$ cat config.mk
export PLATFORM = sky130hd
export DESIGN_NAME = fetch_queue_unit
export DESIGN_NICKNAME = d
export VERILOG_FILES = /design/src/rtl/fetch_queue_unit.sv
export SDC_FILE = /design/constraint.sdc
export NUM_CORES = 1
export LEC_CHECK = 0
export ABC_AREA = 1
export BUFFER_PORTS_ARGS = -buffer_cell sky130_fd_sc_hd__clkbuf_2
export CAP_MARGIN = 20
export CORE_ASPECT_RATIO = 0.75
export CORE_MARGIN = 5
export CORE_UTILIZATION = 35
export CTS_BUF_LIST = sky130_fd_sc_hd__clkbuf_4 sky130_fd_sc_hd__clkbuf_8
export DETAILED_ROUTE_END_ITERATION = 6
export PLACE_DENSITY = 0.52
export SLEW_MARGIN = 5
export SYNTH_ARGS = -nofsm -noshare
export SYNTH_HDL_FRONTEND = slang
export SYNTH_SLANG_ARGS = --single-unit
$ cat constraint.sdc
create_clock -name clk -period 10.04 [get_ports clk]
set_input_delay 0.502 -clock clk [delete_from_list [all_inputs] [get_ports clk]]
set_output_delay 0.502 -clock clk [all_outputs]
set_load 0.01 [all_outputs]
$ cat src/rtl/fetch_queue_unit.sv
// fetch_queue_unit: generates the fetch PC, runs a req/ack handshake with the
// instruction cache and buffers {instruction, PC+4} in a DEPTH-entry queue
// that decode drains with valid/ready. A redirect flushes the queue and lets
// any in-flight cache request complete before fetching from the new target.
module fetch_queue_unit #(
    parameter int ADDR_WIDTH     = 64,
    parameter int INST_WIDTH     = 32,
    parameter int WORD_SEL_WIDTH = 4,
    parameter int DEPTH          = 4
) (
    input  logic                                   clk,
    input  logic                                   reset,
    input  logic [31:0]                            entry,
    input  logic                                   redirect_en,
    input  logic [ADDR_WIDTH-1:0]                  redirect_target,
    output logic                                   ic_req,
    output logic [ADDR_WIDTH-WORD_SEL_WIDTH-3:0]   ic_line_addr,
    output logic [WORD_SEL_WIDTH-1:0]              ic_word_select,
    input  logic                                   ic_ack,
    input  logic [INST_WIDTH-1:0]                  ic_data_out,
    output logic                                   id_valid,
    output logic [INST_WIDTH-1:0]                  id_inst,
    output logic [ADDR_WIDTH-1:0]                  id_pc_plus4,
    input  logic                                   id_ready
);

    localparam int CNT_W    = $clog2(DEPTH + 1);
    localparam int PTR_W    = $clog2(DEPTH);
    localparam bit PTR_POW2 = (DEPTH == (1 << PTR_W));
    localparam logic [ADDR_WIDTH-1:0] WORD_MASK = {{(ADDR_WIDTH-2){1'b1}}, 2'b00};

    typedef enum logic [1:0] {S_IDLE, S_REQ, S_DRAIN} state_t;

    state_t                  state_q, state_d;
    logic [ADDR_WIDTH-1:0]   fetch_pc_q, fetch_pc_d;
    logic [ADDR_WIDTH-1:0]   redir_tgt_q, redir_tgt_d;
    logic [PTR_W-1:0]        wr_ptr_q, wr_ptr_d;
    logic [PTR_W-1:0]        rd_ptr_q, rd_ptr_d;
    logic [CNT_W-1:0]        count_q, count_d;

    logic [INST_WIDTH-1:0]   inst_mem [DEPTH];
    logic [ADDR_WIDTH-1:0]   pc4_mem  [DEPTH];

    logic [ADDR_WIDTH-1:0]   entry_pc;
    logic [ADDR_WIDTH-1:0]   target_pc;
    logic [ADDR_WIDTH-1:0]   pc_plus4;
    logic                    push;
    logic                    pop;
    logic                    room;

    // Pointer advance: free wrap for power-of-two depth, explicit compare otherwise.
    function automatic logic [PTR_W-1:0] ptr_inc(input logic [PTR_W-1:0] p);
        if (PTR_POW2) begin
            return p + PTR_W'(1);
        end
        return (p == PTR_W'(DEPTH - 1)) ? '0 : p + PTR_W'(1);
    endfunction

    assign entry_pc  = ADDR_WIDTH'(entry) & WORD_MASK;
    assign target_pc = redirect_target & WORD_MASK;
    assign pc_plus4  = fetch_pc_q + ADDR_WIDTH'(4);

    // Redirect squashes both the returning word and any decode pop this cycle.
    assign push = (state_q == S_REQ) && ic_ack && !redirect_en;
    assign pop  = id_valid && id_ready && !redirect_en;
    assign room = (count_d < CNT_W'(DEPTH));

    assign ic_req         = (state_q != S_IDLE);
    assign ic_line_addr   = fetch_pc_q[ADDR_WIDTH-1:WORD_SEL_WIDTH+2];
    assign ic_word_select = fetch_pc_q[WORD_SEL_WIDTH+1:2];
    assign id_valid       = (count_q != '0);
    assign id_inst        = id_valid ? inst_mem[rd_ptr_q] : '0;
    assign id_pc_plus4    = id_valid ? pc4_mem[rd_ptr_q]  : '0;

    // Queue bookkeeping: redirect empties the queue, otherwise push/pop move pointers.
    always_comb begin
        wr_ptr_d = wr_ptr_q;
        rd_ptr_d = rd_ptr_q;
        count_d  = count_q;
        if (redirect_en) begin
            wr_ptr_d = '0;
            rd_ptr_d = '0;
            count_d  = '0;
        end else begin
            if (push) wr_ptr_d = ptr_inc(wr_ptr_q);
            if (pop)  rd_ptr_d = ptr_inc(rd_ptr_q);
            case ({push, pop})
                2'b10:   count_d = count_q + CNT_W'(1);
                2'b01:   count_d = count_q - CNT_W'(1);
                default: count_d = count_q;
            endcase
        end
    end

    // Fetch FSM: request issue, PC advance and redirect/drain sequencing.
    always_comb begin
        state_d     = state_q;
        fetch_pc_d  = fetch_pc_q;
        redir_tgt_d = redir_tgt_q;
        case (state_q)
            S_IDLE: begin
                if (redirect_en) begin
                    fetch_pc_d = target_pc;
                    state_d    = S_REQ;
                end else if (room) begin
                    state_d = S_REQ;
                end
            end
            S_REQ: begin
                if (ic_ack) begin
                    if (redirect_en) begin
                        fetch_pc_d = target_pc;
                        state_d    = S_REQ;
                    end else begin
                        fetch_pc_d = pc_plus4;
                        state_d    = room ? S_REQ : S_IDLE;
                    end
                end else if (redirect_en) begin
                    // Keep the handshake alive on the old address; fetch target after it.
                    redir_tgt_d = target_pc;
                    state_d     = S_DRAIN;
                end
            end
            S_DRAIN: begin
                if (redirect_en) begin
                    redir_tgt_d = target_pc;
                end else if (ic_ack) begin
                    fetch_pc_d = redir_tgt_q;
                    state_d    = room ? S_REQ : S_IDLE;
                end
            end
            default: state_d = S_IDLE;
        endcase
    end

    // Control state registers with synchronous reset to the entry point.
    always_ff @(posedge clk) begin
        if (reset) begin
            state_q     <= S_IDLE;
            fetch_pc_q  <= entry_pc;
            redir_tgt_q <= '0;
            wr_ptr_q    <= '0;
            rd_ptr_q    <= '0;
            count_q     <= '0;
        end else begin
            state_q     <= state_d;
            fetch_pc_q  <= fetch_pc_d;
            redir_tgt_q <= redir_tgt_d;
            wr_ptr_q    <= wr_ptr_d;
            rd_ptr_q    <= rd_ptr_d;
            count_q     <= count_d;
        end
    end

    // Queue storage: written on push, contents are don't-care while invalid.
    always_ff @(posedge clk) begin
        if (push) begin
            inst_mem[wr_ptr_q] <= ic_data_out;
            pc4_mem[wr_ptr_q]  <= pc_plus4;
        end
    end

endmodule

; ---- After elaboration in Yosys (flattened, before gate mapping)
; Memories as Yosys holds them, arrays and structs flattened. A register that Yosys moved wholly into a read port is not among the register bits.
; Index checks and enable logic that the tools add are counted.
[op_classes]
add_sub_neg = 5
multipliers = 0
div = 0
order_cmp = 1
n_eq_ne = 17
shifts = 0
mux = 37
bitwise_logic = 0
n_reduce_logical = 16
[ops]
columns = operator, n
row1 = $mux 64, 8
row2 = $pmux 64 s3, 1
row3 = $pmux 64 s2, 1
row4 = $add 64x3->64 const B, 1
row5 = $mux 32, 2
row6 = $mux 2, 14
row7 = $ne 3x3->1 const B, 6
row8 = $ne 2x2->1 const B, 5
row9 = $reduce_and 5->1, 2
row10 = $eq 2x2->1 const B, 4
row11 = $mux 1, 8
row12 = $pmux 2 s3, 1
row13 = $pmux 3 s2, 1
row14 = $reduce_bool 3->1, 2
row15 = $add 2x1->2 const B, 2
row16 = $eq 2x1->1 const B, 2
row17 = $logic_and 1x1->1, 4
row18 = $reduce_and 4->1, 1
row19 = $reduce_bool 2->1, 2
row20 = $reduce_bool 4->1, 1
row21 = $add 3x1->3 const B, 1
row22 = $lt 3x3->1 const B, 1
row23 = $mux 3, 1
row24 = $sub 3x1->3 const B, 1
row25 = 4 further kinds, 4
[word_totals]
reg_bits = 137
latch_bits = 0
ramBits = 384
rom_bits = 0
inputBits = 133
out_inout_bits = 160
word_cells = 85
n_memories = 2
[memory_table]
columns = name, words, width, read_ports, rd_ports_with_merged_regs, write_ports, line_no
row1 = pc4_mem, 4, 64, 1, 1, 1, 42  ; logic [ADDR_WIDTH-1:0] pc4_mem [DEPTH];
row2 = inst_mem, 4, 32, 1, 1, 1, 41  ; logic [INST_WIDTH-1:0] inst_mem [DEPTH];

; ---- Logic depth before layout (Yosys ltp)
[depth]
word_depth = 11
depth_mapped = 15
mapped_depth_nobuf = 15

; ---- Worst setup path after synthesis
; No wires, ideal clock.
[synth_timing]
path_type = reg2reg
startpoint = reg state_q[1]
endpoint = mem inst_mem[0][0], enable pin
setup_ns = 0.551
arrival_ns = 4.914
required_ns = 9.489
setup_slack_ns = 4.575
stages_incl_launch_ff = 7
path_cell_list = dfxtp_1 inv_1 ha_1 nand2_1 nor2_1 inv_1 nor2_1
[synth_between]
elab_chain_len = 5
[synth_rtl]
columns = element, line_no
row1 = from (decl), 34  ; state_t state_q, state_d;
row2 = from (signal assigned), 146  ; state_q <= state_d;
row3 = $eq 2x1->1, 64  ; assign push = (state_q == S_REQ) && ic_ack && !redirect_en;
row4 = $logic_and 1x1->1 (2 in series), 64
row5 = $mux 1, 157  ; if (push) begin
row6 = $mux 1 (implied by the code), 158  ; inst_mem[wr_ptr_q] <= ic_data_out;
row7 = to (decl), 41
; No other way between the ends.

==> impl_metrics.json <==
{
  "synth_top_cell_area_share_pct": 51.0,
  "clkLatencyLatePin_ns": 0.68,
  "tightest_slew_ns": 1.04,
  "synth_nets": 2714,
  "netSwitchingFraction_pct": 36.7,
  "gp_congestion": 0.886,
  "worstHoldStart": "ic_data_out[25]",
  "tritoncts": "built",
  "setup_slack_ns": 5.60,
  "finalMaxSlewViolations": 0,
  "vias_per_cell": 5.00,
  "hold_viol_final": 0,
  "cts_resized": 0,
  "syn-cell-area_sq_um": 24400,
  "p_int_mw": 4.35,
  "grt_max_degree": 117,
  "holdPathStages": 1,
  "wl_per_cell_microns": 20.7,
  "post_cts_buffers": 0,
  "synth_area_per_cell_sq_um": 9.49,
  "rsz0062_at_grt": "no",
  "start_kind": "flip-flop",
  "critical_path_class": "flip-flop to primary output",
  "post-route-period-util_pct": 44.2,
  "via_count": 19000,
  "core-area_sq_um": 68700,
  "seq_area_frac_synth_pct": 59.8,
  "cts_buffers": 87,
  "synthFlopType": "edfxtp_1",
  "r2r_cells": 8,
  "layout_min_cycle_time_ns": 4.44,
  "holdPathEnd": "inst_mem[1][25]",
  "grt_pass1_wl_mm": 115,
  "synth_area_leaders": "edfxtp_1, dfxtp_1, nor2_1",
  "layout_common_cells": "nor2_1, edfxtp_1, nand2_1, o21ai_0, clkbuf_2",
  "wl_mm": 79.0,
  "die_w_microns": 315,
  "setup_viol": 0,
  "synth-edff-count": 414,
  "antenna_found_initial": 3,
  "ctsRootBufferMaster": "clkbuf_8",
  "final_cell_area_sq_um": 28200,
  "hold_class": "input port to flip-flop",
  "peakVddDrop_mv": 0.140,
  "p_leak_nw": 11.0,
  "finalPower_mw": 6.87,
  "ant_nets": 0,
  "dp_slack_ns": 6.21,
  "yosysWarningCount": 0,
  "die_h_microns": 239,
  "pin_count": 293,
  "rows": 83,
  "dpl_cell_area_sq_um": 26100,
  "fin_util_pct": 41.1,
  "start_util_pct": 35.5,
  "holdWs_ns": 0.0636,
  "clockBufferDepth": 3,
  "status": "finished clean",
  "p_comb_share_pct": 27.6,
  "clockPowerShare_pct": 28.0,
  "layout_commonest_cell": "nor2_1",
  "grt_overflow": 0,
  "fin_skew_ns": 0.0326,
  "drive_gt1_share_pct": 18.5,
  "worstPathArrival_ns": 3.94,
  "grt.total_usage_pct": 20.2,
  "clk_pin_slew_ns": 0.07,
  "ys_types": 48,
  "drtIter0Drc": 1374,
  "grt_pass1_vias": 17900,
  "post-dp-hpwl_mm": 52.3,
  "fin_nets": 2946,
  "crit_required_ns": 9.54,
  "multiInputGateArea_sq_um": 8150,
  "nFillCells": 6804,
  "syn_to_final_growth_pct": 15.8,
  "async_flop_share_pct": 0,
  "crit_path_end_kind": "primary output",
  "fmax_mhz": 225,
  "netlist_instances": 2570,
  "netSwitchingPower_mw": 2.52,
  "finalSetupTns_ns": 0,
  "slew_headroom_pct": 30.5,
  "r2r_slack_ns": 6.27,
  "ys_ff_latch": 521,
  "drc": 0,
  "fin_cells": 3812,
  "cts_num_sinks": 521,
  "seqPwrFrac_pct": 44.4,
  "portBuffers": 288,
  "r2r-start": "state_q[1]",
  "r2r-end": "pc4_mem[1][58]",
  "drtPass1Iterations": 5,
  "die-area_sq_um": 75100,
  "htree_num_levels": 3,
  "seqCellArea_sq_um": 14600,
  "dp.cells": 3616,
  "synth_area_leader_cell": "edfxtp_1",
  "maxCapViolations": 0,
  "cellPowerDensity_nw_per_um2": 243,
  "crit_fanout": 74
}
==> Yosys cell counts, drive strengths merged (24+ instances only) <==
library cell / n
dfxtp: 107
and2: 24
inv: 151
a21oi: 207
nor2: 574
o21ai: 328
a221oi: 39
nand3: 70
clkbuf: 107
edfxtp: 414
nand2: 357
buf: 94
==> critical path: stages (launching register included) <==
cell,delay (ns)
dfxtp_4,0.76
buf_4,0.72
buf_4,0.77
nor2_1,0.12
nor2_1,0.12
o21ai_0,0.12
a21oi_1,0.36
clkbuf_2,0.20
==> registers in the layout, summed over array words and instances (netlist names), named ones only <==
register and cells:
inst_mem 128, pc4_mem 256, count_q 3, rd_ptr_q 2
state_q 2, redir_tgt_q 62, wr_ptr_q 2, fetch_pc_q 64
==> how the worst max path moves through the flow <==
| stage | startpoint | to | depth (start not counted) |
|---|---|---|---|
| after floorplan | state_q[1] | inst_mem[0][0] | 6 |
| after global placement | state_q[1] | pc4_mem[1][47] | 8 |
| after detailed placement | state_q[1] | pc4_mem[1][47] | 8 |
| after CTS | flip-flop | id_pc_plus4[21] | 7 |
| after global routing | flip-flop | id_pc_plus4[36] | 7 |
| final | flip-flop | id_pc_plus4[41] | 7 |
==> metal layers <==
metal	routed length [microns]	vias to the layer above	part of all wire, %	global-route usage (%)
met1	37700	9132	48	30.0
li1	-	9211	-	-
met5	13	-	0.016	0
met2	34400	593	44	30.6
met4	1700	2	2.1	4.73
met3	5190	105	6.6	4.23
==> cell type report <==
type / instances / area share (%)
clock inverters: 40 / 0.908
inverters: 153 / 2.06
multi-input cells: 1695 / 28.9
repair buffers: 344 / 6.96
diodes: 1 / 0.00886
well taps: 935 / 4.14
clock buffers: 123 / 5.42
flip-flops and latches: 521 / 51.6
==> what timing repair did <==
item,CTS,global route
hold buffers,30,0
hold endpoints to repair,119,0
setup endpoints to repair,0,0
==> logic make-up (layout without fill, tap and decap cells) <==
family / Yosys count / after routing / synth area share, %
other: 0 / 1 / 0
flip-flops: 521 / 521 / 59.8
buffers and inverters: 354 / 660 / 7.01
XOR/XNOR: 31 / 31 / 1.27
AND/OR/NAND/NOR: 1050 / 1050 / 17.9
AO/OA/AOI/OAI: 603 / 603 / 13.4
adder cells (fa/ha/maj): 11 / 11 / 0.595
==> power groups by stage <==
| stage | combinational [mW] | sequential (mW) | clock, mW |
|---|---|---|---|
| finish | 1.89 | 3.05 | 1.92 |
| CTS | 1.88 | 3.04 | 1.98 |
| detailed placement | 1.86 | 3.09 | 0 |
| global placement | 1.82 | 3.08 | 0 |
| floorplan | 1.38 | 2.94 | 0 |
| global route | 2.09 | 3.07 | 2.07 |
No activity file was read; power rests on OpenSTA's default activity.
